`config.mk`:
```
export PLATFORM = sky130hd
export DESIGN_NAME = imm_ext_arbiter_flat
export DESIGN_NICKNAME = d
export VERILOG_FILES = /design/src/rtl/imm_ext_pkg.sv /design/src/rtl/imm_ext_arbiter_if.sv /design/src/rtl/imm_ext_core.sv /design/src/rtl/imm_ext_arbiter.sv /design/src/flat_wrapper.sv
export SDC_FILE = /design/constraint.sdc
export NUM_CORES = 1
export LEC_CHECK = 0
export CORE_MARGIN = 5
export CORE_UTILIZATION = 32
export CTS_CLUSTER_DIAMETER = 200
export DETAILED_ROUTE_END_ITERATION = 8
export SETUP_SLACK_MARGIN = 0.02
export SLEW_MARGIN = 10
export SYNTH_ARGS = -nofsm -noshare
export SYNTH_HDL_FRONTEND = slang
export SYNTH_HIERARCHICAL = 1
export SYNTH_SLANG_ARGS = --single-unit
```
`constraint.sdc`:
```
create_clock -name Clk -period 3.1 [get_ports Clk]
set_input_delay 0.62 -clock Clk [delete_from_list [all_inputs] [get_ports Clk]]
set_output_delay 0.62 -clock Clk [all_outputs]
set_load 0.005 [all_outputs]
```
`src/rtl/imm_ext_pkg.sv`:
```
// Shared definitions for the immediate-extension arbiter slice.
//  MODE_W      : width of a per-requester mode field
//  mode_e      : extension modes (sign, zero, sign<<2 branch offset, reserved)
//  slot_e      : response slot occupancy
package imm_ext_pkg;

  localparam int unsigned MODE_W = 2;

  typedef enum logic [MODE_W-1:0] {
    MODE_SIGN = 2'b00,
    MODE_ZERO = 2'b01,
    MODE_BR   = 2'b10,
    MODE_RSVD = 2'b11
  } mode_e;

  typedef enum logic {
    SLOT_EMPTY = 1'b0,
    SLOT_FULL  = 1'b1
  } slot_e;

endpackage

```
`src/rtl/imm_ext_arbiter_if.sv`:
```
// Request/response bundle between requesters, the consumer and imm_ext_arbiter.
//  req_valid/req_ready : per-requester handshake
//  req_imm/req_mode    : packed immediates and modes, requester i at slice i
//  rsp_valid/rsp_ready : response slot handshake
//  rsp_data/rsp_id     : extended result and the requester that produced it
//  master modport: requester/consumer side; slave modport: arbiter side.
interface imm_ext_arbiter_if #(
  parameter int unsigned NUM_REQ = 2,
  parameter int unsigned IN_W    = 16,
  parameter int unsigned OUT_W   = 32
);
  import imm_ext_pkg::*;

  localparam int unsigned ID_W = $clog2(NUM_REQ);

  logic [NUM_REQ-1:0]        req_valid;
  logic [NUM_REQ-1:0]        req_ready;
  logic [NUM_REQ*IN_W-1:0]   req_imm;
  logic [NUM_REQ*MODE_W-1:0] req_mode;
  logic                      rsp_valid;
  logic                      rsp_ready;
  logic [OUT_W-1:0]          rsp_data;
  logic [ID_W-1:0]           rsp_id;

  modport master (
    output req_valid, req_imm, req_mode, rsp_ready,
    input  req_ready, rsp_valid, rsp_data, rsp_id
  );

  modport slave (
    input  req_valid, req_imm, req_mode, rsp_ready,
    output req_ready, rsp_valid, rsp_data, rsp_id
  );

endinterface

```
`src/rtl/imm_ext_core.sv`:
```
// Combinational IN_W -> OUT_W immediate extension.
//  imm  : input immediate
//  mode : 00 sign, 01 zero, 10 sign<<2 (MSBs dropped), 11 treated as sign
//  ext  : extended result
module imm_ext_core
  import imm_ext_pkg::*;
#(
  parameter int unsigned IN_W  = 16,
  parameter int unsigned OUT_W = 32
) (
  input  logic [IN_W-1:0]   imm,
  input  logic [MODE_W-1:0] mode,
  output logic [OUT_W-1:0]  ext
);

  logic [OUT_W-1:0] sext;

  always_comb begin
    sext = {{(OUT_W-IN_W){imm[IN_W-1]}}, imm};
    ext  = sext;
    case (mode_e'(mode))
      MODE_ZERO: ext = {{(OUT_W-IN_W){1'b0}}, imm};
      MODE_BR:   ext = sext << 2;
      default:   ext = sext;
    endcase
  end

endmodule

```
`src/rtl/imm_ext_arbiter.sv`:
```
// Round-robin share of one immediate-extension unit between NUM_REQ requesters.
//  Clk, Rst_n : clock (rising edge) and asynchronous active-low reset
//  bus        : request channels and single registered response slot
//  busy_cnt   : saturating count of cycles with at least one request stalled
module imm_ext_arbiter
  import imm_ext_pkg::*;
#(
  parameter int unsigned NUM_REQ = 2,
  parameter int unsigned IN_W    = 16,
  parameter int unsigned OUT_W   = 32
) (
  input  logic               Clk,
  input  logic               Rst_n,
  imm_ext_arbiter_if.slave   bus,
  output logic [15:0]        busy_cnt
);

  localparam int unsigned ID_W = $clog2(NUM_REQ);

  slot_e               state;
  logic [ID_W-1:0]     ptr;
  logic [ID_W-1:0]     gnt_id;
  logic                gnt_found;
  logic [NUM_REQ-1:0]  gnt;
  logic                can_accept;
  logic                stalled;
  logic [IN_W-1:0]     imm_sel;
  logic [MODE_W-1:0]   mode_sel;
  logic [OUT_W-1:0]    ext;

  // Scan from the rr pointer upward with wrap; first valid requester wins.
  // Rst_n gates the grant so req_ready stays low throughout reset.
  always_comb begin
    int unsigned idx;
    idx        = 0;
    can_accept = (state == SLOT_EMPTY) || bus.rsp_ready;
    gnt_found  = 1'b0;
    gnt_id     = '0;
    if (can_accept && Rst_n) begin
      for (int unsigned k = 0; k < NUM_REQ; k++) begin
        idx = (32'(ptr) + k) % NUM_REQ;
        if (!gnt_found && bus.req_valid[idx]) begin
          gnt_found = 1'b1;
          gnt_id    = ID_W'(idx);
        end
      end
    end
    gnt         = '0;
    gnt[gnt_id] = gnt_found;
    stalled     = |(bus.req_valid & ~gnt);
    imm_sel     = bus.req_imm[gnt_id*IN_W +: IN_W];
    mode_sel    = bus.req_mode[gnt_id*MODE_W +: MODE_W];
  end

  assign bus.req_ready = gnt;
  assign bus.rsp_valid = (state == SLOT_FULL);

  imm_ext_core #(.IN_W(IN_W), .OUT_W(OUT_W)) u_core (
    .imm  (imm_sel),
    .mode (mode_sel),
    .ext  (ext)
  );

  always_ff @(posedge Clk or negedge Rst_n) begin
    if (!Rst_n) begin
      state        <= SLOT_EMPTY;
      bus.rsp_data <= '0;
      bus.rsp_id   <= '0;
      ptr          <= '0;
      busy_cnt     <= '0;
    end else begin
      if (gnt_found) begin
        state        <= SLOT_FULL;
        bus.rsp_data <= ext;
        bus.rsp_id   <= gnt_id;
        ptr          <= (gnt_id == ID_W'(NUM_REQ-1)) ? '0 : gnt_id + 1'b1;
      end else if (bus.rsp_ready) begin
        state <= SLOT_EMPTY;
      end
      if (stalled && (busy_cnt != '1))
        busy_cnt <= busy_cnt + 1'b1;
    end
  end

endmodule
```
`src/flat_wrapper.sv`:
```
// flat-port wrapper written by rule: the top's interface ports become plain ports
module imm_ext_arbiter_flat import imm_ext_pkg::*;
#(
  parameter int unsigned NUM_REQ = 2,
  parameter int unsigned IN_W    = 16,
  parameter int unsigned OUT_W   = 32
)
  (Clk, Rst_n, busy_cnt, bus_req_valid, bus_req_imm, bus_req_mode, bus_rsp_ready, bus_req_ready, bus_rsp_valid, bus_rsp_data, bus_rsp_id);
  imm_ext_arbiter_if #(.NUM_REQ(NUM_REQ), .IN_W(IN_W), .OUT_W(OUT_W)) bus_i ();
  input  logic Clk;
  input  logic Rst_n;
  output logic [15:0] busy_cnt;
  input wire logic [$bits(bus_i.req_valid)-1:0] bus_req_valid;
  input wire logic [$bits(bus_i.req_imm)-1:0] bus_req_imm;
  input wire logic [$bits(bus_i.req_mode)-1:0] bus_req_mode;
  input wire logic [$bits(bus_i.rsp_ready)-1:0] bus_rsp_ready;
  output wire logic [$bits(bus_i.req_ready)-1:0] bus_req_ready;
  output wire logic [$bits(bus_i.rsp_valid)-1:0] bus_rsp_valid;
  output wire logic [$bits(bus_i.rsp_data)-1:0] bus_rsp_data;
  output wire logic [$bits(bus_i.rsp_id)-1:0] bus_rsp_id;
  assign bus_i.req_valid = bus_req_valid;
  assign bus_i.req_imm = bus_req_imm;
  assign bus_i.req_mode = bus_req_mode;
  assign bus_i.rsp_ready = bus_rsp_ready;
  assign bus_req_ready = bus_i.req_ready;
  assign bus_rsp_valid = bus_i.rsp_valid;
  assign bus_rsp_data = bus_i.rsp_data;
  assign bus_rsp_id = bus_i.rsp_id;
  imm_ext_arbiter #(.NUM_REQ(NUM_REQ), .IN_W(IN_W), .OUT_W(OUT_W)) u_core (.Clk(Clk), .Rst_n(Rst_n), .bus(bus_i), .busy_cnt(busy_cnt));
endmodule
```
### After elaboration in Yosys (flattened, before gate mapping)

Index checks and enable logic that the tools add are counted.
Widths: inputs -> output; s select.

| word-level totals | value |
|---|---|
| bits in registers | 51 |
| input port bits | 41 |
| output and inout bits | 52 |
| logic and storage cells | 46 |

| operators by class | value |
|---|---|
| add/sub/neg operators | 3 |
| $lt $le $gt $ge | 4 |
| equal/unequal tests | 3 |
| shift operators | 2 |
| muxes and demuxes | 17 |
| bitwise operators | 4 |
| reductions and logical operators | 8 |

Operator list:

| kind | number |
|---|---|
| $pmux 32 s2 | 1 |
| $shiftx 32x6->16 | 1 |
| $add 16x1->16 const B | 1 |
| $ne 16x16->1 const B | 1 |
| $mux 1 | 15 |
| $lt 1x2->1 const B | 3 |
| $and 2x2->2 | 2 |
| $logic_and 1x1->1 | 4 |
| $shiftx 4x3->2 | 1 |
| $add 1x1->1 const B | 2 |
| $eq 2x1->1 const B | 1 |
| $eq 2x2->1 const B | 1 |
| $not 2->2 | 1 |
| $reduce_bool 2->1 | 1 |
| $reduce_or 2->1 | 1 |
| $demux 1 s1 | 1 |
| $ge 1x1->1 const B | 1 |
| $logic_not 1->1 | 1 |
| $logic_or 1x1->1 | 1 |
| $not 1->1 | 1 |

### Depth between registers and ports, before layout

Gate-level depths: netlist of run 1.

| depth | value |
|---|---|
| word-level depth | 17 |
| mapped depth | 13 |
| depth with buffers taken out | 10 |

### Modules after synthesis

The synthesis of run 1 kept the hierarchy.

Modules (own cells, without submodules):

| module | times used | cells each | area each (um^2) | sequential area each (um^2) |
|---|---|---|---|---|
| imm_ext_arbiter | 1 | 212 | 2,334.7 | 1,276.2 |
| imm_ext_core | 1 | 41 | 350.3 | 0.0 |

### Worst setup path after synthesis of run 1

No wires, ideal clock.

| timing path | value |
|---|---|
| path type | input to register |
| from | in bus_rsp_ready |
| to | reg u_core.bus.rsp_data[12] |
| setup time | 0.125 ns |
| arrival | 2.564 ns |
| required time | 2.975 ns |
| slack | 0.411 ns |
| stages | 13 |
| buffers on the path | 3 |
| cells stage by stage | nand2b_4 o2111ai_1 inv_1 clkbuf_1 nand2_1 nand2_1 inv_1 ha_1 or2_1 buf_6 buf_6 a22o_1 mux2_2 |

| on the way | value |
|---|---|
| word-level cells in the longest chain between the ends | 6 |
| elaborated cells on any way between the ends | 9 |
| classes of those cells | eq/ne (2); shift (2); mux (3); reduce/logical (2) |

RTL lines:

| item | RTL line | text |
|---|---|---|
| from (decl) | flat_wrapper.sv:16 | `input wire logic [$bits(bus_i.rsp_ready)-1:0] bus_rsp_ready;` |
| $logic_or 1x1->1 * | imm_ext_arbiter.sv:36 | `can_accept = (state == SLOT_EMPTY) \|\| bus.rsp_ready;` |
| $logic_and 1x1->1 * | imm_ext_arbiter.sv:39 | `if (can_accept && Rst_n) begin` |
| $mux 1 * | imm_ext_arbiter.sv:39 |  |
| $shiftx 4x3->2 * | imm_ext_arbiter.sv:52 | `mode_sel = bus.req_mode[gnt_id*MODE_W +: MODE_W];` |
| via u_core.mode_sel[0] | imm_ext_arbiter.sv:28 | `logic [MODE_W-1:0] mode_sel;` |
| $eq 2x2->1 / $eq 2x1->1 (equally long branches) | imm_ext_core.sv:21 | `case (mode_e'(mode))` |
| $pmux 32 s2 * | imm_ext_core.sv:21 |  |
| via u_core.ext[12] | imm_ext_arbiter.sv:29 | `logic [OUT_W-1:0] ext;` |
| to (signal assigned) | imm_ext_arbiter.sv:74 | `bus.rsp_data <= ext;` |
| to (decl) | imm_ext_arbiter_if.sv:32 | `output req_ready, rsp_valid, rsp_data, rsp_id` |

Mark *: on every way through the listed nets, which the timed path passes. The rest lies on a longest branch.
A chain may end at the register's enable or synchronous reset.

### Worst setup path in the final report of run 1

| timing path | value |
|---|---|
| from | in bus_req_valid[0] |
| to | out bus_req_ready[0] |

| on the way | value |
|---|---|
| word-level cells in the longest chain between the ends | 13 |
| elaborated cells on any way between the ends | 19 |
| classes of those cells | order compare (2); mux (13); bitwise (1); reduce/logical (3) |

RTL lines:

| item | RTL line | text |
|---|---|---|
| from (decl) | flat_wrapper.sv:13 | `input wire logic [$bits(bus_i.req_valid)-1:0] bus_req_valid;` |
| $mux 1 (implied by the code) (2 in series) | imm_ext_arbiter.sv:42 | `if (!gnt_found && bus.req_valid[idx]) begin` |
| $mux 1 | imm_ext_arbiter.sv:42 |  |
| $mux 1 | imm_ext_arbiter.sv:39 |  |
| $logic_not 1->1 | imm_ext_arbiter.sv:42 |  |
| $logic_and 1x1->1 | imm_ext_arbiter.sv:42 |  |
| $mux 1 | imm_ext_arbiter.sv:42 |  |
| $mux 1 | imm_ext_arbiter.sv:39 |  |
| $lt 1x2->1 (implied by the code) / $ge 1x1->1 (equally long branches) | imm_ext_arbiter.sv:49 | `gnt[gnt_id] = gnt_found;` |
| $logic_and 1x1->1 (implied by the code) | imm_ext_arbiter.sv:49 |  |
| $mux 1 (implied by the code) | imm_ext_arbiter.sv:49 |  |
| $demux 1 s1 | n/a |  |
| $and 2x2->2 (no source line) * | n/a |  |
| to (decl) | flat_wrapper.sv:17 | `output wire logic [$bits(bus_i.req_ready)-1:0] bus_req_ready;` |

Mark *: on every way between the ends. The rest lies on a longest branch, timed or not. The select of a mux whose other input is x is not followed.

==> results_dict.tcl, run 1 <==
set metrics [dict create \
    num_vias 2072 \
    cts_root_buf "clkbuf_8" \
    grt_first_pass_wirelength_um 10900 \
    worst_r2r_endpoint "u_core/bus.rsp_data[7]" \
    post_drt_via_cell_ratio 4.67 \
    synth_area_leader_cell "dfrtp_1" \
    drc 0 \
    ctsHtreeMaxLevel 2 \
    floorplan.rows 33 \
    width_of_the_chip_um 102 \
    power.share.sequential_pct 41.7 \
    ctsHoldBuffers 0 \
    wp_buf_inv 4 \
    synth-edff-count 0 \
    yosys.area.top_type_share_pct 47.5 \
    clkTransAtPathRegs_ns 0.09 \
    clock_insertion_delay_worst_skew_ns 0.29 \
    fin_worst_skew_ns 0.00324 \
    die_y_um 102 \
    initialDrtViolationCount 56 \
    dpl.hpwl_um 5000 \
    worst-path-stages 6 \
    setup_viol 0 \
    crit_path_start "bus_req_valid[0]" \
    grt_setup_unrepaired "no" \
    detail-route-antenna-nets 0 \
    critical_path_data_arrival_time_ns 2.25 \
    drt_pre_antenna_iters 4 \
    synth-async-reset-ratio_pct 100 \
    overflow 0 \
    smallest_hold_slack_ns 0.118 \
    synthFlopType "dfrtp_1" \
    critical_path.max_fanout 5 \
    floorplan.initialDensity_pct 32.7 \
    vias_in_the_first_global_route 2201 \
    portBuffers 92 \
    place_congestion 0.772 \
    required_time_worst_endpoint_ns 2.48 \
    setup.worst_path.start_class "input pin" \
    synth_area_um2 2690 \
    clock.fmax_mhz 348 \
    diodes 0 \
    average_wire_length_per_cell_after_detail_routing_um 14.8 \
    ys_top_cells_by_area "dfrtp_1, mux2_2, nand2_1" \
    area_of_the_die_um2 10300 \
    tightest_slew_ns 0.649 \
    report.final.slew_viol_count 0 \
    timing.reg2reg.worst_path_depth 11 \
    cts.repair.resized 0 \
    grt_use_total_pct 13.3 \
    reg2reg_setup_slack_ns 0.83 \
    worst_ir_drop_vdd_mv 0.310 \
    share_clk_of_total_power_pct 23.9 \
    finalCriticalPeriod_ns 2.87 \
    tritoncts "yes" \
    post_cts_buffers 0 \
    post_route_cells_drive_above_1_share_pct 18.3 \
    period_share_pct 92.7 \
    net_count_reported_at_finish 382 \
    finished_layout_cell_area_um2 3780 \
    grt_start_max_net_pins 51 \
    fin_setup_tns_ns 0 \
    synth.avg_cell_area_um2 10.6 \
    power_switching_uw 601 \
    dpl-instance-area_um2 3650 \
    min-delay-path-class "in -> async" \
    most_repeated_cell_in_the_gate_level_netlist_after_synthesis "nand2_1" \
    crit_path_leading_delay_family "buffers and inverters" \
    area_delta_synth_final_pct 40.7 \
    core-area_um2 8220 \
    cts.path.max_buffers 2 \
    numCtsBuffers 5 \
    report.final.hold_viol_count 0 \
    numClockSinks 51 \
    rr_startpoint "u_core/bus.rsp_valid" \
    yosysWarnings 6 \
    swShare_pct 26.6 \
    drt-total-wl_um 6590 \
    synth_cells 253 \
    leakagePower_uw 0.00173 \
    post_syn_nets 297 \
    crit_path_top_delay_cell "clkdlybuf4s50_1" \
    antenna_found_initial 0 \
    power_report.internal_total_uw 1660 \
    critical_path.endpoint_type "output pin" \
    run_status "finished clean" \
    power_per_cell_area_nw_per_um2 597 \
    longest_individual_stage_delay_on_the_worst_path_ns 0.56 \
    crit_chain "clkdlybuf4s50_1 -> inv_1 -> o2111ai_2 -> inv_1 -> nor2_1 -> clkdlybuf4s50_1" \
    share_comb_of_total_power_pct 34.4 \
    maxSlewHeadroom_pct 56.7 \
    timing.setup.critical_path_class "in -> out" \
    yosys.cell_types.count 38 \
    synth_common_cells "nand2_1, dfrtp_1, mux2_2, buf_4, xnor2_1" \
    num-fill-cells 805 \
    critPathCapture "bus_req_ready[0]" \
    maxCapViolCount 0 \
    synth_seq_cells 51 \
    synth_seq_area_share_pct 47.5 \
    num_io_pins 93 \
]
-- per-stage QoR --
step	setup slack [ns]	power (uW)	cells	utilization [%]
3_5_place_dp	0.0681	1740	436	44.4
6_report	0.227	2260	444	46.0
5_1_grt	0.100	2410	444	46.0
3_3_place_gp	0.106	1740	436	44.4
4_1_cts	0.183	2300	444	46.0
2_1_floorplan	0.411	1300	253	-
-- worst min-delay path by stage --
stage / startpoint / end / slack (ns) / cells after the start
6_report: Rst_n / u_core/ptr / 0.12 / 1
5_1_grt: Rst_n / u_core/ptr / 0.1 / 1
4_1_cts: Rst_n / u_core/ptr / 0.11 / 1
3_5_place_dp: Rst_n / u_core/ptr / 0.44 / 1
3_3_place_gp: Rst_n / u_core/ptr / 0.43 / 1
2_1_floorplan: Rst_n / u_core/bus.rsp_data[0] / 0.32 / 0
-- sequential cells by signal (all words and copies together), names as in the netlist --
register              cells
u_core/bus.rsp_data      32
u_core/ptr                1
u_core/bus.rsp_valid      1
u_core/busy_cnt          16
u_core/bus.rsp_id         1
-- routing by layer --
layer	part of all wire [%]	track usage [%]	vias to the layer above
li1	-	-	1009
met1	45	17.3	1016
met2	49	22.2	45
met3	5.8	3.58	2
met4	0.67	2.76	0
met5	0	0	-
-- cell type report --
cell class | count | area (um2) | area share, %
multi-input combinational | 169 | 1210 | 31.9
tap | 105 | 131 | 3.48
inverter | 7 | 26.3 | 0.695
clock inverter | 2 | 60.1 | 1.59
timing repair buffer | 104 | 1010 | 26.6
sequential | 51 | 1280 | 33.8
clock buffer | 6 | 72.6 | 1.92
-- power by group through the flow --
stage               clock [uW]  combinational, uW  sequential (uW)
finish                     540                777              941
global route               591                848              968
CTS                        558                793              944
detailed placement           0                788              955
global placement             0                782              954
floorplan                    0                352              951
-- layout by cell type (no fill, tap or decap), drive strengths merged, types with 2 or more instances in the layout --
| cell | n |
|---|---|
| clkdlybuf4s50 | 91 |
| nand2 | 64 |
| dfrtp | 51 |
| mux2 | 32 |
| a22o | 15 |
| buf | 13 |
| xnor2 | 11 |
| nand3 | 8 |
| inv | 7 |
| clkbuf | 6 |
| nand4 | 6 |
| and2 | 4 |
| xor2 | 4 |
| ha | 3 |
| nor2 | 3 |
| nor3 | 3 |
| bufinv | 2 |
| or2 | 2 |
| and3 | 2 |
| nor4 | 2 |
-- logic make-up (layout without fill, tap and decap cells) --
kind of cell             Yosys count  in the layout  synth area share (%)
flip-flops                        51             51                  47.5
buffers and inverters             33            119                  7.78
multiplexers                      32             32                  13.4
AO/OA/AOI/OAI                     18             18                  6.10
XOR/XNOR                          15             15                  4.89
AND/OR/NAND/NOR                  101            101                  18.9
adder cells (fa/ha/maj)            3              3                  1.40
Note: power is estimated with default switching activity, not from simulation.
==> run 2: changes to the inputs <==
--- a/config.mk
+++ b/config.mk
@@ -5,10 +5,14 @@
 export SDC_FILE = /design/constraint.sdc
 export NUM_CORES = 1
 export LEC_CHECK = 0
+export CELL_PAD_IN_SITES_DETAIL_PLACEMENT = 0
+export CELL_PAD_IN_SITES_GLOBAL_PLACEMENT = 1
 export CORE_MARGIN = 5
 export CORE_UTILIZATION = 32
 export CTS_CLUSTER_DIAMETER = 200
 export DETAILED_ROUTE_END_ITERATION = 8
+export GPL_ROUTABILITY_DRIVEN = 0
+export PLACE_DENSITY_LB_ADDON = 0.1
 export SETUP_SLACK_MARGIN = 0.02
 export SLEW_MARGIN = 10
 export SYNTH_ARGS = -nofsm -noshare
==> run 2 against run 1 <==
First-iteration DRC count is 13% higher. Non-clock buffer count stayed put. Worst setup slack worse by 0.010 ns. Hold slack better by 0.19 ns. Clock skew is 0.0021 ns higher. Global-route usage is 0.16 points higher. Clock power is 22% lower. Clock-buffer cell count is 2 higher. Sequential share of layout area is 0.18 points higher. Flip-flop and latch count stayed put. Sequential power hardly changed. Utilization is 0.24 points lower. Largest cell class unchanged.
==> results_dict.tcl, run 2 (same netlist as run 1, synthesis figures left out) <==
set metrics [dict create \
    run_status "finished clean" \
    critical_path_data_arrival_time_ns 2.26 \
    num-fill-cells 793 \
    grt_setup_unrepaired "no" \
    share_clk_of_total_power_pct 19.8 \
    width_of_the_chip_um 102 \
    finalCriticalPeriod_ns 2.88 \
    num_io_pins 93 \
    fin_setup_tns_ns 0 \
    post_drt_via_cell_ratio 4.61 \
    cts.path.max_buffers 2 \
    average_wire_length_per_cell_after_detail_routing_um 14.9 \
    worst_ir_drop_vdd_mv 0.278 \
    post_route_cells_drive_above_1_share_pct 18.3 \
    cts.repair.resized 0 \
    floorplan.initialDensity_pct 32.7 \
    clock_insertion_delay_worst_skew_ns 0.29 \
    grt_use_total_pct 13.4 \
    initialDrtViolationCount 63 \
    critical_path.endpoint_type "output pin" \
    report.final.hold_viol_count 0 \
    area_of_the_die_um2 10300 \
    regMostFlops "u_core/bus.rsp_data" \
    num_vias 2046 \
    post_cts_buffers 0 \
    net_count_reported_at_finish 382 \
    floorplan.rows 33 \
    fin_worst_skew_ns 0.00534 \
    maxCapViolCount 0 \
    numPlacedInstances 436 \
    wp_buf_inv 4 \
    clock.fmax_mhz 347 \
    numCtsBuffers 5 \
    setup_viol 0 \
    required_time_worst_endpoint_ns 2.48 \
    crit_chain "clkdlybuf4s50_1 -> nand2b_4 -> o2111ai_2 -> inv_1 -> buf_4 -> clkdlybuf4s50_1" \
    ctsHoldBuffers 0 \
    drt_pre_antenna_iters 4 \
    detail-route-antenna-nets 0 \
    diodes 0 \
    post-route-util_pct 45.7 \
    numClockSinks 51 \
    power_switching_uw 598 \
    seqCellArea_um2 1280 \
    power_per_cell_area_nw_per_um2 569 \
    report.final.slew_viol_count 0 \
    power.share.sequential_pct 43.8 \
    portBuffers 92 \
    largest_register_ffs 32 \
    setup.worst_path.start_class "input pin" \
    cts_root_buf "clkbuf_8" \
    crit_path_top_delay_cell "clkdlybuf4s50_1" \
    mostFrequentLayoutCells "clkdlybuf4s50_1, nand2_1, dfrtp_1, mux2_2" \
    die_y_um 102 \
    multi_input_area_um2 1210 \
    min-delay-path-class "in -> async" \
    dpl.hpwl_um 4980 \
    grt_first_pass_wirelength_um 11000 \
    drc 0 \
    power_report.internal_total_uw 1540 \
    core-area_um2 8220 \
    critical_path.most_common_cell "clkdlybuf4s50_1" \
    leakagePower_uw 0.00172 \
    grt_start_max_net_pins 41 \
    layout.cells.most_common "clkdlybuf4s50_1" \
    ctsHtreeMaxLevel 2 \
    share_comb_of_total_power_pct 36.4 \
    tritoncts "yes" \
    vias_in_the_first_global_route 2137 \
    tightest_slew_ns 0.514 \
    stdcell_count 444 \
    maxSlewHeadroom_pct 65.7 \
    crit_path_leading_delay_family "buffers and inverters" \
    longest_individual_stage_delay_on_the_worst_path_ns 0.53 \
    period_share_pct 93.0 \
    swShare_pct 27.9 \
    timing.setup.critical_path_class "in -> out" \
    leading_registers_by_flop_count "u_core/bus.rsp_data x32, u_core/busy_cnt x16" \
    antenna_found_initial 0 \
    area_delta_synth_final_pct 40.0 \
    critical_path.max_fanout 14 \
    overflow 0 \
    clkTransAtPathRegs_ns 0.09 \
    drt-total-wl_um 6630 \
]
run 2: cell count changes in the layout (fill, tap and decap cells not counted):
cell	before	now
clkbuf_8	5	7
buf_12	0	1
bufinv_16	2	0
buf_4	12	11
run 2: final cells by class:
cell class                      count  share of cell area, %
Inverter                            7                  0.699
Sequential cell                    51                   34.0
Clock buffer                        8                   2.66
Timing Repair Buffer              104                   27.1
Tap cell                          105                   3.50
Multi-Input combinational cell    169                   32.1
run 2: worst paths after layout:
check                                           from                       to  slack (ns)  cells past startpoint
worst max-delay path                   bus_rsp_ready         bus_req_ready[1]        0.22                      6
max in group asynchronous                      Rst_n      u_core/busy_cnt[15]        2.05                      3
worst min-delay path                           Rst_n        u_core/bus.rsp_id        0.30                      2
worst max register to register  u_core/bus.rsp_valid  u_core/bus.rsp_data[13]        0.83                     11
min in group Clk                   u_core/bus.rsp_id        u_core/bus.rsp_id        0.50                      2
worst min register to register     u_core/bus.rsp_id        u_core/bus.rsp_id        0.50                      2
run 2: per-layer routing:
layer  track usage (%)  part of all wire [%]  vias to the layer above
met3              4.13                   6.9                        2
met4              3.37                  0.63                        0
met1              19.1                    47                      973
met2              19.9                    45                       51
li1                  -                     -                     1020
met5                 0                     0                        -
run 2: power groups by stage:
| stage | sequential [uW] | combinational, uW | clock (uW) |
|---|---|---|---|
| 2_1_floorplan | 951 | 352 | 0 |
| 3_3_place_gp | 950 | 789 | 0 |
| 3_5_place_dp | 952 | 791 | 0 |
| 4_1_cts | 941 | 796 | 439 |
| 5_1_grt | 966 | 859 | 471 |
| 6_report | 938 | 779 | 423 |
run 2: per-stage QoR:
step	area [um2]	hold slack (ns)	total power [uW]	worst slack (ns)
floorplan	2690	0.324	1300	0.411
global placement	3660	0.470	1740	0.0948
detailed placement	3660	0.468	1740	0.0699
CTS	3760	0.312	2170	0.191
global route	3760	0.311	2300	0.101
finish	3760	0.304	2140	0.217
